<file path="src/rtl/parser_pkg.sv">
// Shared constants, tags and state encoding for the parser front end.
package parser_pkg;

  localparam int PARSER_HEAD_WIDTH = 512;
  localparam int DEF_DATA_WIDTH    = 128;
  localparam int BEATS             = PARSER_HEAD_WIDTH / DEF_DATA_WIDTH;

  localparam int TAG_START_BIT = 4;
  localparam int TAG_WIDTH     = TAG_START_BIT + 4;
  localparam int META_WIDTH    = 32;

  localparam logic [TAG_WIDTH-1:0] HEAD_TAG_SOP = {4'b1101, {TAG_START_BIT{1'b1}}};
  localparam logic [TAG_WIDTH-1:0] META_TAG_SOP = {4'b1111, {TAG_START_BIT{1'b0}}};

  typedef enum logic [1:0] {
    EXT_IDLE,
    EXT_COLLECT,
    EXT_SKIP
  } extract_state_t;

endpackage

</file>
<file path="src/rtl/parser_sat_counter.sv">
// Statistics counter that sticks at all-ones instead of wrapping.
module parser_sat_counter #(
  parameter int CNT_WIDTH = 32
) (
  input  logic                 i_clk,
  input  logic                 i_rst,
  input  logic                 i_inc,
  output logic [CNT_WIDTH-1:0] o_count
);

  function automatic logic [CNT_WIDTH-1:0] sat_inc(input logic [CNT_WIDTH-1:0] v);
    return (&v) ? v : v + CNT_WIDTH'(1);
  endfunction

  always_ff @(posedge i_clk) begin
    if (i_rst) begin
      o_count <= '0;
    end else if (i_inc) begin
      o_count <= sat_inc(o_count);
    end
  end

endmodule

</file>
<file path="src/rtl/parser_head_extractor.sv">
// Collects the first HEAD_WIDTH bits of each packet from the beat stream and
// emits them as a single tagged head/meta pulse, with good/error statistics.
module parser_head_extractor
  import parser_pkg::*;
#(
  parameter int DATA_WIDTH = 128,
  parameter int HEAD_WIDTH = PARSER_HEAD_WIDTH,
  parameter int CNT_WIDTH  = 32
) (
  input  logic                            i_clk,
  input  logic                            i_rst,
  input  logic                            i_data_valid,
  input  logic                            i_data_sop,
  input  logic                            i_data_eop,
  input  logic [3:0]                      i_data_mod,
  input  logic [DATA_WIDTH-1:0]           i_data,
  output logic [HEAD_WIDTH+TAG_WIDTH-1:0] o_head,
  output logic [META_WIDTH+TAG_WIDTH-1:0] o_meta,
  output logic [CNT_WIDTH-1:0]            o_pkt_cnt,
  output logic [CNT_WIDTH-1:0]            o_err_cnt
);

  localparam int NUM_BEATS = HEAD_WIDTH / DATA_WIDTH;
  localparam int IDX_W     = (NUM_BEATS > 1) ? $clog2(NUM_BEATS) : 1;
  localparam int NBYTES    = DATA_WIDTH / 8;

  // Keeps bytes below mod (byte 0 at the MSB end); mod 0 keeps the whole beat.
  function automatic logic [DATA_WIDTH-1:0] byte_mask(input logic [3:0] mod);
    logic [DATA_WIDTH-1:0] m;
    m = '1;
    if (mod != 4'd0) begin
      for (int b = 0; b < NBYTES; b++) begin
        if (b >= int'(mod)) m[DATA_WIDTH-1-8*b -: 8] = 8'h00;
      end
    end
    return m;
  endfunction

  function automatic logic [HEAD_WIDTH-1:0] put_beat(input logic [HEAD_WIDTH-1:0] h,
                                                     input logic [IDX_W-1:0]      slot,
                                                     input logic [DATA_WIDTH-1:0] beat);
    logic [HEAD_WIDTH-1:0] r;
    r = h;
    for (int i = 0; i < NUM_BEATS; i++) begin
      if (slot == IDX_W'(i)) r[HEAD_WIDTH-1-DATA_WIDTH*i -: DATA_WIDTH] = beat;
    end
    return r;
  endfunction

  extract_state_t          state, state_n;
  logic [IDX_W-1:0]        idx, idx_n;
  logic [HEAD_WIDTH-1:0]   head_buf, head_n;
  logic [DATA_WIDTH-1:0]   beat_p0;
  logic                    emit_p0, err_p0, start_p0;
  logic                    vld_p1;
  logic [HEAD_WIDTH-1:0]   head_p1;

  assign beat_p0 = i_data_eop ? (i_data & byte_mask(i_data_mod)) : i_data;

  always_comb begin
    state_n  = state;
    idx_n    = idx;
    head_n   = head_buf;
    emit_p0  = 1'b0;
    err_p0   = 1'b0;
    start_p0 = 1'b0;
    if (i_data_valid) begin
      unique case (state)
        EXT_IDLE: begin
          if (i_data_sop) start_p0 = 1'b1;
          else            err_p0   = 1'b1;
        end
        EXT_COLLECT: begin
          if (i_data_sop) begin
            // Previous packet lost its eop: drop its partial head unsent.
            err_p0   = 1'b1;
            start_p0 = 1'b1;
          end else begin
            head_n = put_beat(head_buf, idx, beat_p0);
            if (i_data_eop) begin
              emit_p0 = 1'b1;
              state_n = EXT_IDLE;
              idx_n   = '0;
            end else if (idx == IDX_W'(NUM_BEATS-1)) begin
              emit_p0 = 1'b1;
              state_n = EXT_SKIP;
              idx_n   = '0;
            end else begin
              idx_n = idx + IDX_W'(1);
            end
          end
        end
        EXT_SKIP: begin
          if (i_data_sop) begin
            err_p0   = 1'b1;
            start_p0 = 1'b1;
          end else if (i_data_eop) begin
            state_n = EXT_IDLE;
          end
        end
        default: state_n = EXT_IDLE;
      endcase

      if (start_p0) begin
        head_n = put_beat('0, '0, beat_p0);
        if (i_data_eop) begin
          emit_p0 = 1'b1;
          state_n = EXT_IDLE;
          idx_n   = '0;
        end else if (NUM_BEATS == 1) begin
          emit_p0 = 1'b1;
          state_n = EXT_SKIP;
          idx_n   = '0;
        end else begin
          state_n = EXT_COLLECT;
          idx_n   = IDX_W'(1);
        end
      end
    end
  end

  always_ff @(posedge i_clk) begin
    if (i_rst) begin
      state    <= EXT_IDLE;
      idx      <= '0;
      head_buf <= '0;
    end else begin
      state    <= state_n;
      idx      <= idx_n;
      head_buf <= head_n;
    end
  end

  // ---- p1: registered emit pulse ----
  always_ff @(posedge i_clk) begin
    if (i_rst) begin
      vld_p1  <= 1'b0;
      head_p1 <= '0;
    end else begin
      vld_p1  <= emit_p0;
      head_p1 <= emit_p0 ? head_n : '0;
    end
  end

  assign o_head = vld_p1 ? {HEAD_TAG_SOP, head_p1} : '0;
  assign o_meta = vld_p1 ? {META_TAG_SOP, {META_WIDTH{1'b0}}} : '0;

  parser_sat_counter #(.CNT_WIDTH(CNT_WIDTH)) u_pkt_cnt (
    .i_clk   (i_clk),
    .i_rst   (i_rst),
    .i_inc   (emit_p0),
    .o_count (o_pkt_cnt)
  );

  parser_sat_counter #(.CNT_WIDTH(CNT_WIDTH)) u_err_cnt (
    .i_clk   (i_clk),
    .i_rst   (i_rst),
    .i_inc   (err_p0),
    .o_count (o_err_cnt)
  );

endmodule

</file>
<file path="config.mk">
export PLATFORM = sky130hd
export DESIGN_NAME = parser_head_extractor
export DESIGN_NICKNAME = d
export VERILOG_FILES = /design/src/rtl/parser_pkg.sv /design/src/rtl/parser_sat_counter.sv /design/src/rtl/parser_head_extractor.sv
export SDC_FILE = /design/constraint.sdc
export NUM_CORES = 2
export LEC_CHECK = 0
export BUFFER_PORTS_ARGS = -buffer_cell sky130_fd_sc_hd__buf_4
export CAP_MARGIN = 0
export CORE_MARGIN = 8
export CORE_UTILIZATION = 30
export CTS_BUF_LIST = sky130_fd_sc_hd__clkbuf_4
export DETAILED_ROUTE_END_ITERATION = 10
export GPL_TIMING_DRIVEN = 0
export PLACE_DENSITY = 0.55
export SLEW_MARGIN = 30
export SYNTH_ARGS = -nofsm -noshare
export SYNTH_HDL_FRONTEND = slang
export SYNTH_SLANG_ARGS = --single-unit
</file>
<file path="constraint.sdc">
create_clock -name i_clk -period 5.8 [get_ports i_clk]
set_input_delay 0 -clock i_clk [delete_from_list [all_inputs] [get_ports i_clk]]
set_output_delay 0 -clock i_clk [all_outputs]
set_load 0.05 [all_outputs]
</file>
* Word level (Yosys, flattened, before mapping)
Cells that the tools add are included.
** Word-level totals
- Input bits :: 137
- Bits in registers :: 1093
- Output and inout bits :: 624
- Logic and storage cells :: 106
** Operators by class
- Add/sub/neg operators :: 3
- $lt $le $gt $ge :: 15
- Equal/unequal tests :: 11
- Bitwise logic cells :: 4
- Muxes and demuxes :: 53
- Reduce and logical (&&, ||, !) cells :: 13
** Operators with widths (number)
- $mux W512 :: 4
- $mux W128 :: 6
- $mux W520 :: 1
- $and A128 B128 Y128 :: 1
- $mux W8 :: 15
- $add A32 B1 Y32 const B :: 2
- $reduce_and A32 Y1 :: 2
- $mux W40 :: 1
- $ge A4 B4 Y1 const A :: 7
- $mux W2 :: 11
- $ge A3 B4 Y1 const A :: 4
- $mux W1 :: 13
- $ne A3 B3 Y1 const B :: 3
- $ge A1 B4 Y1 const A :: 2
- $ge A2 B4 Y1 const A :: 2
- $eq A2 B2 Y1 const B :: 3
- $pmux W2 S3 :: 1
- $reduce_and A6 Y1 :: 1
- $eq A2 B1 Y1 const B :: 2
- $logic_not A2 Y1 :: 2
- $ne A4 B4 Y1 const B :: 1
- $reduce_and A2 Y1 :: 2
- $reduce_bool A4 Y1 :: 1
- $reduce_or A2 Y1 :: 2
- 8 further kinds :: 10

* Depth between registers and ports, before layout
- Depth after elaboration :: 10
- Mapped depth :: 10
- Depth with buffers taken out :: 8

* Hierarchy
Synthesis repeated with hierarchy kept, for this count alone.
** Unflattened totals
- Cells, all modules :: 4082
- Area total of the unflattened synthesis :: 39171.3 µm²
** By module, submodules not included
- parser_head_extractor :: area each 35784.3 µm², cells an instance 3695, instances 1
- parser_sat_counter (u_err_cnt) :: area each 1721.7 µm², cells an instance 191, instances 1
- parser_sat_counter (u_pkt_cnt) :: area each 1665.3 µm², cells an instance 196, instances 1

* Worst setup path after synthesis
No wires, ideal clock.
- Path type :: register -> register
- Start :: register u_pkt_cnt.o_count[0]
- End :: register u_pkt_cnt.o_count[18]
- Setup slack :: 3.398 ns
- Data arrival time :: 2.279 ns
- Data required time :: 5.677 ns
- Stages on the path, launching flop included :: 8
- Clock period less this slack :: 2.402 ns
- Cell sequence :: dfxtp_1 -> ha_1 -> nand4_1 -> nor2_1 -> o211ai_2 -> buf_4 -> nor4_1 -> mux2_1
** On the way
- Word-level cells in the longest chain between the ends :: 3
** RTL lines
- start, declared :: RTL line parser_sat_counter.sv:8 : output logic [CNT_WIDTH-1:0] o_count
- start signal, assigned :: RTL line parser_sat_counter.sv:19 : o_count <= sat_inc(o_count);
- branches (longest 3 deep; another with $add A32 B1 Y32)
Parallel ways; which one is timed is not known.
A chain may end at the register's enable or synchronous reset.

* Final worst setup path
- Start :: register vld_p1
- End :: output o_head[263]
** On the way
- Word-level cells in the longest chain between the ends :: 1
** RTL lines
- start, declared :: RTL line parser_head_extractor.sv:55 : logic vld_p1;
- start signal, assigned :: RTL line parser_head_extractor.sv:140 : vld_p1 <= emit_p0;
- $mux W520 :: RTL line parser_head_extractor.sv:145 : assign o_head = vld_p1 ? {HEAD_TAG_SOP, head_p1} : '0;
- end, declared :: RTL line parser_head_extractor.sv:17 : output logic [HEAD_WIDTH+TAG_WIDTH-1:0] o_head,
Every way passes these cells.

==> results.json <==
{
  "syn_inst": 4469,
  "finalHoldViolCount": 0,
  "register_area_um2": 21900,
  "synth_compound_area_frac": 0.0968,
  "io_pins": 761,
  "power_uw": 15500,
  "synth-simple-area-share": 0.286,
  "cp-endpoint": "o_head[263]",
  "route.detailed.drc": 0,
  "yosysTopAreaCell": "dfxtp_1",
  "start_kind": "flip-flop",
  "relSlewSlack": 0.240,
  "wl_per_cell_um": 24.6,
  "leakage_uw": 0.0224,
  "synthTopCellsByCount": "1,093 x dfxtp_1, 740 x and2_1, 687 x nor2_1",
  "ir_drop_uv": 210,
  "end_kind": "output port",
  "synth_edf_count": 0,
  "place.gp.congestion": 0.892,
  "finalSetupViolCount": 0,
  "clockBufferDepth": 4,
  "numCtsBuffers": 316,
  "vias_per_cell": 4.84,
  "ys_types": 70,
  "cts_tree": "done",
  "synth_xor_area_frac": 0.00288,
  "stdcell_area_um2": 53800,
  "muxShareOfSynthArea": 0.00896,
  "dp_hpwl_mm": 148,
  "design.die.area_um2": 144000,
  "drtIter0Drc": 2773,
  "die_h_um": 379,
  "synthAdderAreaFrac": 0.00317,
  "status": "finished, final reports clean",
  "fin_setup_tns_ps": 0,
  "dpl-instance-area_um2": 47300,
  "path_class": "flip-flop to output port",
  "ff2ff_path_depth": 9,
  "die_w_um": 379,
  "cts_max_level": 5,
  "crit_arrival_ps": 4310,
  "synth-warning-count": 0,
  "grt_max_degree": 17,
  "r2r_slack_ps": 2140,
  "syn2layout_area_growth_pct": 36.2,
  "powerDensity_nw_per_um2": 287,
  "clockRootBuffer": "clkbuf_4",
  "grt_pass1_vias": 37300,
  "synth_top_family_by_area": "simple AND/OR/NAND/NOR gates",
  "maxCapViolations": 0,
  "multi_input_area_um2": 15900,
  "fin_crit_sh": 0.743,
  "whs_ps": 230,
  "cp.required_ps": 5800,
  "syn_area_per_cell_um2": 8.84,
  "min_path_type": "input port to flip-flop",
  "finalMaxSlewViolations": 0,
  "cts.reportedPaths.clkPinSlew_ps": 60,
  "worstMarginPinSlew_ps": 1140,
  "grt_first_pass_wirelength_mm": 264,
  "vias": 37700,
  "path_max_fanout": 12,
  "synthTopCellsByArea": "dfxtp_1 55%, and2_1 12%, nor2_1 6.5%",
  "num_rows": 133,
  "ys_seq_area_frac": 0.554,
  "fin_crit_ps": 4310,
  "netlist.area_leader.share": 0.554,
  "grt-ovfl-total": 0,
  "fill_cells": 13700,
  "ys_seq_elements": 1093,
  "reg2reg_from": "state[1]",
  "cts_sinks": 1093,
  "drive_above_1_share": 0.227,
  "ant_nets": 0,
  "r2r_end": "head_p1[118]",
  "yosysMostFrequentCell": "dfxtp_1",
  "track_usage": 0.255,
  "placement.io_buffers": 720,
  "post_cts_buffers": 0,
  "ys.flop_type": "dfxtp_1",
  "skew_ps": 65.1,
  "coreArea_um2": 131000,
  "rsz0062_at_grt": "false",
  "layout.nets": 5973,
  "startpoint": "vld_p1",
  "async_reset_ff_frac": 0,
  "start_util": 0.301,
  "syn_area_um2": 39500,
  "utilization": 0.410,
  "firstDrtPassIters": 6,
  "fmax_ghz": 0.232,
  "antenna_found_initial": 17,
  "clkLatencyLatePin_ps": 1240,
  "wl_mm": 192
}
-- worst min path at each step --
stage          depth (start not counted)        start             to  slack (ps)
5_1_grt                                5  i_data[123]  head_buf[251]         140
3_5_place_dp                           3  i_data[120]  head_buf[120]         300
4_1_cts                                5  i_data[123]  head_buf[507]          40
2_1_floorplan                          2  i_data[120]  head_buf[120]         150
3_3_place_gp                           3  i_data[121]  head_buf[377]         300
6_report                               5  i_data[122]  head_buf[506]         230
-- worst max-delay path, stage by stage (launching register included) --
cell      delay [ps]
dfxtp_1          750
clkbuf_1         390
clkbuf_2         610
clkbuf_1         770
and2_1           320
buf_4            230
-- cell usage in the layout, fill, tap and decap left out, drive strengths merged, types with 22 or more instances in the layout --
cell type and n:
nand3 222, dfxtp 1093, clkbuf 663, nor3 76, a31oi 95, buf 899
inv 26, a21boi 23, o31ai 22, conb 37, and2 740, nand2 268
clkinv 67, a21oi 391, dlygate4sd3 280, or3 32, o21ai 72, nor2 687
mux2i 26, and3 107
-- sequential cells by signal, indices dropped and copies added, names as in the netlist --
| register | count |
|---|---|
| head_buf | 512 |
| head_p1 | 512 |
| state | 2 |
| vld_p1 | 1 |
| u_err_cnt.o_count | 32 |
| idx | 2 |
| u_pkt_cnt.o_count | 32 |
-- per-stage QoR --
stage / worst slack [ps] / cells
floorplan: 3400 / 4505
global placement: 1730 / 6980
detailed placement: 2060 / 6982
CTS: 1190 / 7772
global route: 1280 / 7781
finish: 1490 / 7791
-- power by group --
| part | internal, uW | leakage (uW) | switching [uW] |
|---|---|---|---|
| Combinational | 312 | 0.0114 | 698 |
| Clock | 3540 | 0.00220 | 3330 |
| Sequential | 7550 | 0.00881 | 15.7 |
| Total | 11400 | 0.0224 | 4050 |
-- layout make-up --
type / count / area share
clock inverters: 79 / 0.00728
plain buffers: 408 / 0.0349
repair buffers: 1003 / 0.154
inverters: 17 / 0.00119
flip-flops and latches: 1093 / 0.407
multi-input cells: 2987 / 0.295
diodes: 18 / 0.000837
clock buffers: 431 / 0.0601
well taps: 1755 / 0.0408
-- cells by family (layout without fill, tap and decap cells) --
family,Yosys count,in the layout
buffers and inverters,425,1938
XOR/XNOR,13,13
adder cells (fa/ha/maj),10,10
multiplexers,34,34
AND/OR/NAND/NOR,2221,2221
flip-flops,1093,1093
other,1,55
AO/OA/AOI/OAI,672,672
-- per-layer routing --
layer  part of all wire  global-route usage  vias to the layer above
li1                   -                   -                    17600
met2               0.46               0.412                     1595
met4              0.042               0.113                        8
met1               0.41               0.312                    18200
met5            0.00025                   0                        -
met3              0.093              0.0788                      375
-- timing repair --
action                                 in CTS  in global routing
hold buffers                              280                  0
resized for setup                           0                  0
endpoints found under the hold margin    1091                  0
(Power assumes the default switching activity.)
